<file path="src/rtl/systolic_result_drain.sv">
// Captures a completed systolic-array result on the rising edge of done_matrix_mult
// and streams it out one element per beat over valid/ready with row/col/last tags.
module systolic_result_drain #(
  parameter int N         = 4,
  parameter int DATA_W    = 32,
  parameter int COL_MAJOR = 0
) (
  input  logic                      clk,
  input  logic                      reset,
  input  logic                      done_matrix_mult,
  input  logic [N*N*DATA_W-1:0]     y,
  output logic                      m_valid,
  input  logic                      m_ready,
  output logic [DATA_W-1:0]         m_data,
  output logic [$clog2(N)-1:0]      m_row,
  output logic [$clog2(N)-1:0]      m_col,
  output logic                      m_last,
  output logic                      busy,
  output logic                      overrun
);

  localparam int NE    = N * N;
  localparam int IDX_W = (NE > 1) ? $clog2(NE) : 1;
  localparam int RC_W  = $clog2(N);

  typedef enum logic {IDLE, STREAM} state_t;

  state_t                  state_q, state_d;
  logic [IDX_W-1:0]        idx_q, idx_d;
  logic [NE*DATA_W-1:0]    buf_q, buf_d;
  logic                    done_q, done_d;
  logic                    m_valid_q, m_valid_d;
  logic [DATA_W-1:0]       m_data_q, m_data_d;
  logic [RC_W-1:0]         m_row_q, m_row_d;
  logic [RC_W-1:0]         m_col_q, m_col_d;
  logic                    m_last_q, m_last_d;
  logic                    busy_q, busy_d;
  logic                    overrun_q, overrun_d;

  logic                    rise;
  logic                    accept;
  logic                    capture;
  logic [IDX_W-1:0]        idx_inc;

  logic [DATA_W-1:0]       y_elem   [NE];
  logic [DATA_W-1:0]       buf_elem [NE];

  // Element (r,c) lives at slot r*N+c counted from the MSB end of the bus.
  generate
    for (genvar gi = 0; gi < NE; gi++) begin : g_unpack
      assign y_elem[gi]   = y[DATA_W*(NE-1-gi) +: DATA_W];
      assign buf_elem[gi] = buf_q[DATA_W*(NE-1-gi) +: DATA_W];
    end
  endgenerate

  function automatic logic [RC_W-1:0] row_of(input logic [IDX_W-1:0] idx);
    int i;
    i = int'(idx);
    return (COL_MAJOR != 0) ? RC_W'(i % N) : RC_W'(i / N);
  endfunction

  function automatic logic [RC_W-1:0] col_of(input logic [IDX_W-1:0] idx);
    int i;
    i = int'(idx);
    return (COL_MAJOR != 0) ? RC_W'(i / N) : RC_W'(i % N);
  endfunction

  // Maps a beat index to its slot in the row-major snapshot.
  function automatic logic [IDX_W-1:0] slot_of(input logic [IDX_W-1:0] idx);
    return IDX_W'(int'(row_of(idx)) * N + int'(col_of(idx)));
  endfunction

  always_comb begin
    rise    = done_matrix_mult & ~done_q;
    accept  = m_valid_q & m_ready;
    idx_inc = idx_q + IDX_W'(1);
    // A completion is only taken when idle or exactly as the final beat leaves.
    capture = rise && ((state_q == IDLE) || (accept && m_last_q));

    state_d   = state_q;
    idx_d     = idx_q;
    buf_d     = buf_q;
    done_d    = done_matrix_mult;
    m_valid_d = m_valid_q;
    m_data_d  = m_data_q;
    m_row_d   = m_row_q;
    m_col_d   = m_col_q;
    m_last_d  = m_last_q;
    busy_d    = busy_q;
    overrun_d = 1'b0;

    if (capture) begin
      state_d   = STREAM;
      buf_d     = y;
      idx_d     = '0;
      m_valid_d = 1'b1;
      busy_d    = 1'b1;
      m_data_d  = y_elem[0];
      m_row_d   = '0;
      m_col_d   = '0;
      m_last_d  = (NE == 1);
    end else if (state_q == STREAM) begin
      overrun_d = rise;
      if (accept) begin
        if (m_last_q) begin
          state_d   = IDLE;
          m_valid_d = 1'b0;
          busy_d    = 1'b0;
          m_last_d  = 1'b0;
        end else begin
          idx_d    = idx_inc;
          m_data_d = buf_elem[slot_of(idx_inc)];
          m_row_d  = row_of(idx_inc);
          m_col_d  = col_of(idx_inc);
          m_last_d = (idx_inc == IDX_W'(NE - 1));
        end
      end
    end
  end

  always_ff @(posedge clk) begin
    if (!reset) begin
      state_q   <= IDLE;
      idx_q     <= '0;
      buf_q     <= '0;
      done_q    <= 1'b0;
      m_valid_q <= 1'b0;
      m_data_q  <= '0;
      m_row_q   <= '0;
      m_col_q   <= '0;
      m_last_q  <= 1'b0;
      busy_q    <= 1'b0;
      overrun_q <= 1'b0;
    end else begin
      state_q   <= state_d;
      idx_q     <= idx_d;
      buf_q     <= buf_d;
      done_q    <= done_d;
      m_valid_q <= m_valid_d;
      m_data_q  <= m_data_d;
      m_row_q   <= m_row_d;
      m_col_q   <= m_col_d;
      m_last_q  <= m_last_d;
      busy_q    <= busy_d;
      overrun_q <= overrun_d;
    end
  end

  assign m_valid = m_valid_q;
  assign m_data  = m_data_q;
  assign m_row   = m_row_q;
  assign m_col   = m_col_q;
  assign m_last  = m_last_q;
  assign busy    = busy_q;
  assign overrun = overrun_q;

endmodule

</file>
<file path="config.mk">
export PLATFORM = sky130hd
export DESIGN_NAME = systolic_result_drain
export DESIGN_NICKNAME = d
export VERILOG_FILES = /design/src/rtl/systolic_result_drain.sv
export SDC_FILE = /design/constraint.sdc
export NUM_CORES = 1
export LEC_CHECK = 0
export CORE_ASPECT_RATIO = 1.25
export CORE_MARGIN = 4
export CORE_UTILIZATION = 55
export DETAILED_ROUTE_END_ITERATION = 7
export DONT_BUFFER_PORTS = 1
export PLACE_DENSITY_LB_ADDON = 0.3
export SLEW_MARGIN = 10
export SYNTH_ARGS = -nofsm -noshare
export SYNTH_HDL_FRONTEND = slang
export SYNTH_SLANG_ARGS = --single-unit
</file>
<file path="constraint.sdc">
create_clock -name clk -period 2.7 [get_ports clk]
set_input_delay 0.81 -clock clk [delete_from_list [all_inputs] [get_ports clk]]
set_output_delay 0.81 -clock clk [all_outputs]
set_load 0.03 [all_outputs]
</file>
# Word level (Yosys, flattened, before mapping)
# Cells that the tools add are included.
totals:
  ff_bits: 557
  latchBits: 0
  ramBits: 0
  romBits: 0
  in_bits: 516
  mem_count: 0
op_classes:
  addsub: 2
  mul: 0
  n_div: 0
  magnitude_cmp: 1
  eq_ne: 2
  n_shift: 0
  mux: 16
  n_bitwise: 7
  reduce_logical: 12
ops:
  columns: ["cell", "n"]
  rows:
  - ["32-bit two-way mux", 6]
  - ["32-bit binary-select mux with 4-bit select", 1]
  - ["1-bit two-way mux", 9]
  - ["3-bit AND reduction", 3]
  - ["2-bit nonzero test", 3]
  - ["5-bit greater-or-equal comparator, second input constant", 1]
  - ["4-bit NOT with 5-bit output", 1]
  - ["4-bit by 1-bit adder with 4-bit output, second input constant", 1]
  - ["4-bit by 2-bit adder with 4-bit output", 1]
  - ["4-bit == test, second input constant", 1]
  - ["1-bit NOT", 4]
  - ["3-bit OR reduction", 1]
  - ["1-bit bitwise AND", 2]
  - ["1-bit logical AND", 2]
  - ["2-bit by 1-bit inequality test with 1-bit output, second input constant", 1]
  - ["2-bit AND reduction", 1]
  - ["2-bit OR reduction", 1]
  - ["1-bit logical OR", 1]

# Longest topological paths before layout
# Gate-level depths: netlist of run 1.
logic_depth:
  word_depth: 10
  ltp_mapped: 11
  mapped_depth_nobuf: 6

# Least setup slack after synthesis of run 1
# No wires, ideal clock.
synth_path:
  path_type: "register to register"
  start: "register idx_q[0]"
  end: "register m_data_q[30] (netlist: m_data[30])"
  arrival_time_ns: 2.631
  path_slack_ns: -0.047
  path_stages_with_launch: 12
  n_path_buf: 5
  path_cell_list: "dfxtp_1 -> buf_2 -> buf_6 -> buf_6 -> inv_1 -> ha_1 -> buf_2 -> buf_1 -> mux4_2 -> mux2i_1 -> o221ai_1 -> o211a_1"
synth_via:
  elab_chain_cells: 10
synth_rtl:
  columns: ["item", "line_no", "source"]
  rows:
  - ["start: declaration", "29", "logic [IDX_W-1:0] idx_q, idx_d;"]
  - ["start signal: assignment", "136", "idx_q <= idx_d;"]
  - ["4-bit by 1-bit adder with 4-bit output", "76", "idx_inc = idx_q + IDX_W'(1);"]
  - ["named net idx_inc[0]", "43", "logic [IDX_W-1:0] idx_inc;"]
  - ["4-bit by 2-bit adder with 4-bit output", "70", "return IDX_W'(int'(row_of(idx)) * N + int'(col_of(idx)));"]
  - ["4-bit NOT with 5-bit output (implied by the code)", "112", "m_data_d = buf_elem[slot_of(idx_inc)];"]
  - ["32-bit binary-select mux with 4-bit select", "112", null]
  - ["32-bit two-way mux (implied by the code) (2 in a row)", "112", null]
  - ["32-bit two-way mux", "105", "if (m_last_q) begin"]
  - ["32-bit two-way mux", "104", "if (accept) begin"]
  - ["32-bit two-way mux", "102", "end else if (state_q == STREAM) begin"]
  - ["32-bit two-way mux", "92", "if (capture) begin"]
  - ["end signal: assignment", "140", "m_data_q <= m_data_d;"]
  - ["end: declaration", "33", "logic [DATA_W-1:0] m_data_q, m_data_d;"]
# The timed path passes the listed nets, and every way through them passes these cells. The select of a mux whose other input is x is not followed.
# A chain may end at the register's enable or synchronous reset.

# Worst setup path after layout of run 1
layout_path:
  start: "register idx_q[0]"
  end: "register m_data_q[7] (netlist: m_data[7])"
layout_via:
  elab_chain_cells: 10
layout_rtl:
  columns: ["item", "line_no"]
  rows:
  - ["4-bit by 1-bit adder with 4-bit output", "76"]
  - ["4-bit by 2-bit adder with 4-bit output", "70"]
  - ["4-bit NOT with 5-bit output (implied by the code)", "112"]
  - ["32-bit binary-select mux with 4-bit select", "112"]
  - ["32-bit two-way mux (implied by the code) (2 in a row)", "112"]
  - ["32-bit two-way mux", "105"]
  - ["32-bit two-way mux", "104"]
  - ["32-bit two-way mux", "102"]
  - ["32-bit two-way mux", "92"]
# No other way between the ends. The select of a mux whose other input is x is not followed.

==> results of run 1 <==
-- cell type report --
| cell class | count | area, µm² | share of cell area [%] |
|---|---|---|---|
| inverter | 1 | 3.75 | 0.0141 |
| clock buffer | 75 | 1540 | 5.77 |
| tap | 565 | 707 | 2.65 |
| clock inverter | 20 | 253 | 0.947 |
| antenna | 15 | 37.5 | 0.141 |
| multi-input combinational | 1862 | 12300 | 46.0 |
| timing repair buffer | 69 | 806 | 3.02 |
| sequential | 553 | 11100 | 41.5 |
-- where the power goes --
group          total [mW]  switching [mW]  internal [mW]
clock                7.72            3.27           4.45
combinational        1.76           0.996          0.766
sequential           9.06           0.416           8.65
total                18.5            4.68           13.9
-- how the worst min path moves through the flow --
| stage | end | cells after the start |
|---|---|---|
| after global placement | overrun | 1 |
| after detailed placement | overrun | 1 |
| final | buf_elem[386] | 2 |
| after CTS | buf_elem[386] | 2 |
| after global routing | buf_elem[338] | 2 |
| after floorplan | overrun | 1 |
-- worst register-to-register path, delay by kind of cell (launching register included) --
family                    cells  cell delay (ns)
DFF                           1             0.36
and+or+nand+nor               1             0.26
xor gates and xnor gates      1             0.23
AOI/OAI and AO/OA             2             0.38
muxes                         1             0.53
buffers and inverters         2             0.58
-- cell usage in the layout, fill, tap and decap left out, drive strengths merged, types with 2 or more instances in the layout --
cell type  count
a21oi         34
a21boi       513
nand2       1030
diode         15
xor2           4
nand3          3
ha             2
nand2b         3
nor2           6
clkinvlp       2
dfxtp        553
inv            3
o211a         33
mux4         128
o221ai        32
clkbuf        75
mux2i         64
bufinv         5
clkinv        11
buf           69
-- registers in the layout, indices dropped and copies added, names as in the netlist --
register	count
done_q	1
m_last	1
buf_elem	512
idx_q	4
overrun	1
m_data	32
busy	1
state_q	1
-- cells in the mapped netlist --
| master | instances |
|---|---|
| nand2_1 | 1030 |
| dfxtp_1 | 553 |
| a21boi_0 | 313 |
| a21boi_1 | 200 |
| mux4_2 | 128 |
| clkbuf_1 | 110 |
| buf_2 | 85 |
| mux2i_1 | 64 |
| a21oi_1 | 33 |
| o211a_1 | 33 |
| o221ai_1 | 32 |
| buf_1 | 15 |
| buf_6 | 11 |
| buf_4 | 8 |
| nor2_1 | 6 |
| xor2_1 | 4 |
| nand2b_1 | 3 |
| nand3_1 | 3 |
| ha_1 | 2 |
| a211oi_1 | 1 |
| a21o_1 | 1 |
| a21oi_2 | 1 |
| a22o_1 | 1 |
| a22oi_1 | 1 |
| and2_1 | 1 |
| inv_1 | 1 |
| nand4_1 | 1 |
| nand4b_1 | 1 |
| nor3b_1 | 1 |
| or3_1 | 1 |
| xnor2_1 | 1 |
-- layer usage --
layer | routed length, µm | share of wire [%] | vias to the layer above
li1 | - | - | 8799
met1 | 27500 | 36 | 8963
met2 | 38900 | 51 | 686
met3 | 6750 | 8.8 | 155
met4 | 3700 | 4.8 | 8
met5 | 80 | 0.10 | -
-- per-stage QoR --
step                area, µm²  cells  util (%)  power, mW  setup slack [ns]
CTS                     26700   3145      61.4       18.6             0.246
detailed placement      24900   3050      57.3       11.0             0.284
floorplan               24400   2645         -       10.4             0.112
global placement        24900   3050      57.3       10.9             0.286
finish                  26700   3160      61.5       18.5             0.252
global route            26700   3157      61.5       19.2             0.167
-- cell families (layout without fill, tap and decap cells) --
family,after synthesis,count (layout),share of synthesized area [%]
compound gates,616,616,19.2
xor+xnor,5,5,0.180
fa+ha+maj,2,2,0.103
buf+inv,230,165,4.44
flops,553,553,45.4
mux,192,192,14.5
other cells,0,15,0
simple gates,1047,1047,16.2
==> out/summary.json, run 1 <==
{
  "status": "completed",
  "cpMaxStageDelayCell": "mux2i_1",
  "timing.critical_path.from": "idx_q[0]",
  "post_synth_top_area_share_pct": 45.4,
  "worst_hold_path_startpoint": "y[386]",
  "post-route-drc-count": 0,
  "design.portCount": 556,
  "post-route-min-period_ns": 2.45,
  "power.density_nw_per_um2": 695,
  "detail_route.vias_per_cell": 5.89,
  "yosys-top-cells-area": "dfxtp_1 45%, nand2_1 16%, mux4_2 12%",
  "grt.met3_usage_pct": 9.23,
  "finalSetupViolCount": 0,
  "grt_antenna_before_repair": 18,
  "ctsResizeCount": 0,
  "port_buffers": 0,
  "max_cap_viol_count": 0,
  "crit_path_cell_trace": "buf_12 -> nand3_1 -> xor2_4 -> buf_12 -> mux2i_1 -> o221ai_1 -> o211a_1",
  "vias": 18611,
  "clk_path_buf_depth": 3,
  "power.ir.vdd_worst_mv": 0.694,
  "timing.rr.end": "m_data[7]",
  "synthesized_instance_count": 2645,
  "worst_pin_slew_ns": 1.46,
  "worstHoldPathType": "in2reg",
  "cts-hold-fix-buffers": 0,
  "holdWs_ns": 0.325,
  "final-hold-violation-count": 0,
  "fmax_ghz": 0.408,
  "grt_remaining_overflow": 0,
  "final.fill_count": 3678,
  "critical_path.top_delay_family": "buffers and inverters",
  "coreArea_um2": 43400,
  "dieHeight_um": 243,
  "grt_max_degree": 549,
  "critical_path.reg2reg.startpoint": "idx_q[0]",
  "critPathLaunchType": "register",
  "mappedNetlistArea_um2": 24400,
  "grt_first_pass_wirelength_um": 113000,
  "clock_tree_from_tritoncts": "built",
  "cell_mode_on_critical_path": "buf_12",
  "drtAntennaViolNets": 0,
  "fp-row-count": 85,
  "synth.net_count": 3163,
  "numCtsBuffers": 54,
  "path_clk_slew_ns": 0.06,
  "first_iter_violations": 1172,
  "routed_wire_length_per_instance_um": 24.3,
  "synth_seq_cells": 553,
  "cts_root_buffer": "clkbuf_16",
  "drv_slew": 0,
  "layout-drive-gt1-share_pct": 11.2,
  "fin_worst_skew_ns": 0.0107,
  "power.static_leakage_nw": 10.2,
  "r2r_slack_ns": 0.25,
  "critPathRequiredTime_ns": 3.20,
  "die_w_um": 196,
  "finalWeightedCongestion": 0.881,
  "design.final.nets": 3059,
  "critical_path.max_fanout": 43,
  "met2_usage_pct": 53.9,
  "drt-pass1-iter-count": 5,
  "final_wl_um": 76900,
  "post-route-period-util_pct": 90.7,
  "synth.lib_cells_used.distinct": 31,
  "initial_utilization_pct": 56.2,
  "grt_pass1_vias": 18416,
  "crit_path_end": "m_data[7]",
  "global_route.peak_usage_layer": "met2",
  "synth.largest_area_cell": "dfxtp_1",
  "rsz0062_at_grt": "false",
  "yosys_warnings": 0,
  "hpwl_detailed_um": 57400,
  "tns_ns": 0,
  "post-cts-setup-buffers": 0,
  "grt.total_usage_pct": 30.9,
  "clock_tree.htree_level_count": 2,
  "synth_sequential_area_ratio_pct": 45.4,
  "area_growth_pct": 9.52,
  "worstSkewPairLatency_ns": 0.61,
  "endpoint_kind": "register",
  "cp_num_buf_inv": 2,
  "ff2ff_path_depth": 7,
  "crit_type": "reg2reg",
  "average_instance_area_after_synthesis_um2": 9.21,
  "grt.met1_usage_pct": 35.0,
  "cp_slowest_stage_delay_ns": 0.49,
  "crit_arrival_ns": 2.95,
  "path_depth": 7,
  "clkSinkCount": 553,
  "design.die.area_um2": 47800,
  "slew_headroom_pct": 2.75
}
(Power assumes the default switching activity.)
==> run 2: changes to the inputs <==
--- a/config.mk
+++ b/config.mk
@@ -7,7 +7,7 @@
 export LEC_CHECK = 0
 export CORE_ASPECT_RATIO = 1.25
 export CORE_MARGIN = 4
-export CORE_UTILIZATION = 55
+export CORE_UTILIZATION = 25
 export DETAILED_ROUTE_END_ITERATION = 7
 export DONT_BUFFER_PORTS = 1
 export PLACE_DENSITY_LB_ADDON = 0.3
==> run 2 against run 1 <==
Sequential share of layout area down 2.2 points. Non-clock buffer count grew 10. Routed wire length grew 23%. Global-route usage decreased by 13 points. Sequential power hardly changed. Clock power is 21% higher. Total power rose by 9.0%.
==> out/summary.json, run 2 (synthesis results as in run 1) <==
{
  "coreArea": {"value": 96300, "unit": "µm²", "change": "+120%"},
  "instances_no_fill": {"value": 3919, "change": "+24%"},
  "worstHoldPathType": "in2reg",
  "holdWs": {"value": 0.329, "unit": "ns", "change": "+0.00365 ns"},
  "first_iter_violations": {"value": 1123, "change": "-4.2%"},
  "final_wl": {"value": 94300, "unit": "µm", "change": "+23%"},
  "power.static_leakage": {"value": 10.5, "unit": "nW", "change": "+2.6%"},
  "slew_headroom": {"value": 30.8, "unit": "%", "change": "+28 points"},
  "grt_antenna_before_repair": {"value": 25, "change": "+7"},
  "post-route-period-util": {"value": 88.9, "unit": "%", "change": "-1.8 points"},
  "crit_path_end": "m_data[6]",
  "final.fill_count": {"value": 10411, "change": "+180%"},
  "number_of_flip_flops_in_the_largest_register": {"value": 512, "change": "unchanged"},
  "rsz0062_at_grt": "false",
  "clkSinkCount": {"value": 553, "change": "unchanged"},
  "layout_commonest_cell": "nand2_1",
  "fin_worst_skew": {"value": 0.0271, "unit": "ns", "change": "+0.0164 ns"},
  "clock_tree_from_tritoncts": "built",
  "max_cap_viol_count": {"value": 0, "change": "unchanged"},
  "cts-hold-fix-buffers": {"value": 0, "change": "unchanged"},
  "design.portCount": {"value": 556, "change": "unchanged"},
  "grt_first_pass_wirelength": {"value": 131000, "unit": "µm", "change": "+16%"},
  "crit_arrival": {"value": 2.89, "unit": "ns", "change": "-0.06 ns"},
  "hpwl_detailed": {"value": 71300, "unit": "µm", "change": "+24%"},
  "numCtsBuffers": {"value": 66, "change": "+22%"},
  "worstSkewPairLatency": {"value": 0.61, "unit": "ns", "change": "about the same"},
  "ctsResizeCount": {"value": 0, "change": "unchanged"},
  "timing.critical_path.from": "idx_q[1]",
  "critPathLaunchType": "register",
  "area_taken_by_flip_flops_and_latches": {"value": 11100, "unit": "µm²", "change": "unchanged"},
  "multi_input_area": {"value": 12300, "unit": "µm²", "change": "about the same"},
  "p_total": {"value": 20.2, "unit": "mW", "change": "+9.0%"},
  "status": "completed",
  "design.die.area": {"value": 103000, "unit": "µm²", "change": "+110%"},
  "dp.cells": {"value": 3785, "change": "+24%"},
  "tns": {"value": 0, "unit": "ns", "change": "unchanged"},
  "detail_route.vias_per_cell": {"value": 4.66, "change": "-21%"},
  "timing.rr.end": "m_data[6]",
  "drv_slew": {"value": 0, "change": "unchanged"},
  "die_w": {"value": 287, "unit": "µm", "change": "+46%"},
  "design.final.nets": {"value": 3081, "change": "+0.72%"},
  "layout-drive-gt1-share": {"value": 12.2, "unit": "%", "change": "+1.1 points"},
  "routed_wire_length_per_instance": {"value": 24.1, "unit": "µm", "change": "-1.1%"},
  "post-route-drc-count": {"value": 0, "change": "unchanged"},
  "grt_pass1_vias": {"value": 18086, "change": "-1.8%"},
  "clock_tree.htree_level_count": {"value": 3, "change": "+1"},
  "clk_path_buf_depth": {"value": 3, "change": "unchanged"},
  "post-cts-setup-buffers": {"value": 0, "change": "unchanged"},
  "fmax": {"value": 0.417, "unit": "GHz", "change": "+2.0%"},
  "ff2ff_path_depth": {"value": 7, "change": "unchanged"},
  "power.density": {"value": 718, "unit": "nW/µm²", "change": "+3.4%"},
  "finalSetupViolCount": {"value": 0, "change": "unchanged"},
  "worst_pin_slew": {"value": 1.04, "unit": "ns", "change": "-0.421 ns"},
  "layout.cells.most_common_list": "1030 x nand2_1, 552 x dfxtp_1, 313 x a21boi_0, 200 x a21boi_1, 128 x mux4_2",
  "power.ir.vdd_worst": {"value": 0.364, "unit": "mV", "change": "-48%"},
  "critical_path.reg2reg.startpoint": "idx_q[1]",
  "grt.total_usage": {"value": 17.7, "unit": "%", "change": "-13 points"},
  "grt_max_degree": {"value": 549, "change": "unchanged"},
  "finalWeightedCongestion": {"value": 0.796, "change": "-9.7%"},
  "initial_utilization": {"value": 25.3, "unit": "%", "change": "-31 points"},
  "final-hold-violation-count": {"value": 0, "change": "unchanged"},
  "area_growth_pct": 15.5,
  "grt_remaining_overflow": {"value": 0, "change": "unchanged"},
  "critPathRequiredTime": {"value": 3.19, "unit": "ns", "change": "about the same"},
  "endpoint_kind": "register",
  "cts_root_buffer": "clkbuf_16",
  "post-route-min-period": {"value": 2.40, "unit": "ns", "change": "-0.0488 ns"},
  "path_clk_slew": {"value": 0.06, "unit": "ns", "change": "about the same"},
  "critical_path.max_fanout": {"value": 32, "change": "-26%"},
  "r2r_slack": {"value": 0.30, "unit": "ns", "change": "+0.05 ns"},
  "port_buffers": {"value": 0, "change": "unchanged"},
  "vias": {"value": 18267, "change": "-1.8%"},
  "dieHeight": {"value": 357, "unit": "µm", "change": "+47%"},
  "drtAntennaViolNets": {"value": 0, "change": "unchanged"},
  "drt-pass1-iter-count": {"value": 5, "change": "unchanged"},
  "fp-row-count": {"value": 127, "change": "+49%"},
  "crit_type": "reg2reg"
}
[run 2: worst max-delay path, stage by stage, from the launching register on]
cell and delay, ns:
dfxtp_1 0.39, buf_4 0.23, nand3_1 0.22, xor2_4 0.27, buf_12 0.28, mux2i_1 0.50
o221ai_1 0.18, o211a_1 0.15
[run 2: worst min path at each step]
stage                                to  slack [ns]  depth (start not counted)    from
after floorplan                 overrun        0.39                          1  done_q
after global placement          overrun        0.42                          1  done_q
after detailed placement        overrun        0.41                          1  done_q
after CTS                 buf_elem[237]        0.27                          2  y[237]
after global routing      buf_elem[229]        0.29                          2  y[229]
final                     buf_elem[400]        0.33                          2  y[400]
[run 2: report_power, final]
part           internal, mW  leakage, nW  switching, mW
sequential             8.65         4.53          0.409
combinational         0.776         4.86           1.07
clock                  5.57         1.09           3.75
[run 2: area by class of cell]
| type | instances | area share, % |
|---|---|---|
| multi-input cells | 1862 | 43.6 |
| clock buffers | 90 | 6.65 |
| repair buffers | 79 | 3.22 |
| flip-flops and latches | 553 | 39.3 |
| well taps | 1290 | 5.73 |
| clock inverters | 26 | 1.28 |
| inverters | 1 | 0.0133 |
| diodes | 18 | 0.160 |
[run 2: per-stage QoR]
stage	setup WS (ns)	area (µm²)	utilization, %
6_report	0.301	28100	29.2
5_1_grt	0.194	28100	29.2
4_1_cts	0.216	28100	29.2
3_5_place_dp	0.289	25900	26.9
3_3_place_gp	0.292	25900	26.9
2_1_floorplan	0.112	24400	-
[run 2: routing by layer]
| layer | GRT usage, % | vias up | routed length [µm] |
|---|---|---|---|
| li1 | - | 8854 | - |
| met1 | 20.5 | 8808 | 37300 |
| met2 | 31.2 | 496 | 47500 |
| met3 | 5.81 | 97 | 7290 |
| met4 | 5.16 | 12 | 2060 |
| met5 | 0 | - | 92 |
==> run 3: changes to the inputs <==
--- a/config.mk
+++ b/config.mk
@@ -5,9 +5,8 @@
 export SDC_FILE = /design/constraint.sdc
 export NUM_CORES = 1
 export LEC_CHECK = 0
-export CORE_ASPECT_RATIO = 1.25
 export CORE_MARGIN = 4
-export CORE_UTILIZATION = 25
+export CORE_UTILIZATION = 55
 export DETAILED_ROUTE_END_ITERATION = 7
 export DONT_BUFFER_PORTS = 1
 export PLACE_DENSITY_LB_ADDON = 0.3
==> run 3 against run 2 <==
First-iteration DRC count grew 34%. Design area shrank 5.3%. Sequential power is essentially flat. Core utilization grew 32 points. Final cell count shrank 19%.
==> out/summary.json, run 3 (synthesis results as in run 1) <==
{
  "grt.met3_usage": {"value": 10.4, "unit": "%", "change": "+4.5 points"},
  "crit_arrival": {"value": 3.10, "unit": "ns", "change": "+0.21 ns"},
  "post-route-drc-count": {"value": 0, "change": "unchanged"},
  "finalSetupViolCount": {"value": 0, "change": "unchanged"},
  "rsz0062_at_grt": "false",
  "critPathLaunchType": "register",
  "hpwl_detailed": {"value": 56000, "unit": "µm", "change": "-21%"},
  "post-route-min-period": {"value": 2.61, "unit": "ns", "change": "+0.207 ns"},
  "area_growth_pct": 9.38,
  "clock_tree.htree_level_count": {"value": 2, "change": "-1"},
  "routed_wire_length_per_instance": {"value": 24.0, "unit": "µm", "change": "-0.11%"},
  "port_buffers": {"value": 0, "change": "unchanged"},
  "whs_path_depth": {"value": 2, "change": "unchanged"},
  "grt.met1_usage": {"value": 36.1, "unit": "%", "change": "+16 points"},
  "layout-drive-gt1-share": {"value": 11.2, "unit": "%", "change": "-1.1 points"},
  "met2_usage": {"value": 51.8, "unit": "%", "change": "+21 points"},
  "numCtsBuffers": {"value": 56, "change": "-15%"},
  "worstSkewPairLatency": {"value": 0.60, "unit": "ns", "change": "about the same"},
  "internal_power": {"value": 14.0, "unit": "mW", "change": "-6.9%"},
  "status": "completed",
  "grt_first_pass_wirelength": {"value": 112000, "unit": "µm", "change": "-15%"},
  "final.fill_count": {"value": 3673, "change": "-65%"},
  "grt_pass1_vias": {"value": 18391, "change": "+1.7%"},
  "fin_worst_skew": {"value": 0.0121, "unit": "ns", "change": "-0.0150 ns"},
  "grt_max_degree": {"value": 549, "change": "unchanged"},
  "power.static_leakage": {"value": 10.2, "unit": "nW", "change": "-2.6%"},
  "clk_path_buf_depth": {"value": 3, "change": "unchanged"},
  "number_of_flip_flops_in_the_largest_register": {"value": 512, "change": "unchanged"},
  "grt.total_usage": {"value": 31.1, "unit": "%", "change": "+13 points"},
  "fin_util": {"value": 61.3, "unit": "%", "change": "+32 points"},
  "layout_commonest_cell": "nand2_1",
  "power.density": {"value": 697, "unit": "nW/µm²", "change": "-3.0%"},
  "design.final.nets": {"value": 3053, "change": "-0.91%"},
  "post-cts-setup-buffers": {"value": 0, "change": "unchanged"},
  "drv_slew": {"value": 0, "change": "unchanged"},
  "first_iter_violations": {"value": 1506, "change": "+34%"},
  "crit_path_cell_trace": "inv_1 -> ha_4 -> buf_12 -> mux4_2 -> mux2i_1 -> buf_4 -> o221ai_1 -> o211a_1",
  "path_clk_slew": {"value": 0.06, "unit": "ns", "change": "about the same"},
  "layout.cells.most_common_list": "1030 x nand2_1, 552 x dfxtp_1, 313 x a21boi_0, 200 x a21boi_1, 128 x mux4_2",
  "clkSinkCount": {"value": 553, "change": "unchanged"},
  "crit_type": "reg2reg",
  "part_of_the_total_power_dissipated_in_sequential_elements": {"value": 48.7, "unit": "%", "change": "+3.9 points"},
  "finalWeightedCongestion": {"value": 0.886, "change": "+11%"},
  "path_depth": {"value": 8, "change": "+1"},
  "global_route.peak_usage_layer": "met2",
  "critical_path.max_fanout": {"value": 17, "change": "-47%"},
  "drt-pass1-iter-count": {"value": 6, "change": "+1"},
  "grt_antenna_before_repair": {"value": 10, "change": "-60%"},
  "cts-hold-fix-buffers": {"value": 0, "change": "unchanged"},
  "cp_num_buf_inv": {"value": 3, "change": "+1"},
  "fp-row-count": {"value": 76, "change": "-40%"},
  "cp_slowest_stage_delay": {"value": 0.52, "unit": "ns", "change": "+0.02 ns"},
  "grt_remaining_overflow": {"value": 0, "change": "unchanged"},
  "post-route-period-util": {"value": 96.5, "unit": "%", "change": "+7.7 points"},
  "detail_route.vias_per_cell": {"value": 5.91, "change": "+27%"},
  "critical_path.top_delay_family": "multiplexers",
  "power.ir.vdd_worst": {"value": 0.745, "unit": "mV", "change": "+100%"},
  "final-hold-violation-count": {"value": 0, "change": "unchanged"},
  "initial_utilization": {"value": 56.1, "unit": "%", "change": "+31 points"},
  "cpMaxStageDelayCell": "ha_4",
  "pwr-share-comb": {"value": 9.3, "unit": "%", "change": "+0.2 points"},
  "design.die.area": {"value": 47700, "unit": "µm²", "change": "-53%"},
  "cts_root_buffer": "clkbuf_16",
  "worst_pin_slew": {"value": 0.920, "unit": "ns", "change": "-0.118 ns"},
  "max_cap_viol_count": {"value": 0, "change": "unchanged"},
  "fmax": {"value": 0.384, "unit": "GHz", "change": "-7.9%"},
  "clock_tree_from_tritoncts": "built",
  "critPathRequiredTime": {"value": 3.19, "unit": "ns", "change": "about the same"},
  "dieHeight": {"value": 218, "unit": "µm", "change": "-39%"},
  "tns": {"value": 0, "unit": "ns", "change": "unchanged"},
  "drtAntennaViolNets": {"value": 0, "change": "unchanged"},
  "p_total": {"value": 18.6, "unit": "mW", "change": "-8.2%"},
  "vias": {"value": 18723, "change": "+2.5%"},
  "slew_headroom": {"value": 38.7, "unit": "%", "change": "+7.8 points"},
  "ff2ff_path_depth": {"value": 8, "change": "+1"},
  "worstHoldPathType": "in2reg",
  "die_w": {"value": 218, "unit": "µm", "change": "-24%"},
  "power_switching_share": {"value": 24.8, "unit": "%", "change": "-1.0 points"},
  "power.share.clock": {"value": 41.9, "unit": "%", "change": "-4.2 points"},
  "endpoint_kind": "register",
  "design.portCount": {"value": 556, "change": "unchanged"},
  "psw": {"value": 4.61, "unit": "mW", "change": "-12%"},
  "final_wl": {"value": 76200, "unit": "µm", "change": "-19%"},
  "coreArea": {"value": 43500, "unit": "µm²", "change": "-55%"}
}
==> run 3: cell types whose count changed in the layout (fill, tap and decap cells not counted), sizes merged <==
cell      delta
buf         -18
clkinv       +7
diode       -14
clkbuf      -10
bufinv       -3
clkinvlp     -2
inv          -5
==> run 3: stage by stage <==
stage	setup slack, ns	hold WS, ns	instances	cell area [µm²]
finish	0.0936	0.338	3169	26700
global route	0.0151	0.316	3168	26700
CTS	0.0665	0.303	3165	26600
detailed placement	0.121	0.442	3062	24800
global placement	0.136	0.425	3062	24800
floorplan	0.112	0.389	2645	24400
==> run 3: final timing paths <==
path                       from             to  slack (ns)
setup / recovery       idx_q[0]     m_data[14]        0.09
hold reg to reg   buf_elem[218]  buf_elem[218]        0.45
setup reg to reg       idx_q[0]     m_data[14]        0.09
hold / removal           y[231]  buf_elem[231]        0.34
==> run 3: power groups by stage <==
stage | combinational (mW) | clock (mW) | sequential [mW]
2_1_floorplan | 1.35 | 0 | 9.09
3_5_place_dp | 1.73 | 0 | 9.22
5_1_grt | 1.91 | 8.27 | 9.09
4_1_cts | 1.74 | 7.91 | 9.05
6_report | 1.73 | 7.79 | 9.05
3_3_place_gp | 1.67 | 0 | 9.20
==> run 3: cell type report <==
type	instances	area [µm²]	share of cell area [%]
Timing Repair Buffer	61	716	2.68
Sequential cell	553	11100	41.5
Multi-Input combinational cell	1862	12300	46.0
Tap cell	585	732	2.75
Clock buffer	80	1630	6.13
Inverter	1	3.75	0.0141
Clock inverter	23	218	0.817
Antenna cell	4	10.0	0.0376
==> run 3: layer usage <==
metal  up-vias  wire [µm]
li1       8783          -
met1      9020      28000
met2       722      36400
met3       186       7450
met4        12       4300
met5         -         76
==> run 3: repair_timing <==
item | in CTS | in global routing
endpoints found under the hold margin | 0 | 0
endpoints found under the setup margin | 1 | 1
resized for setup | 1 | 1
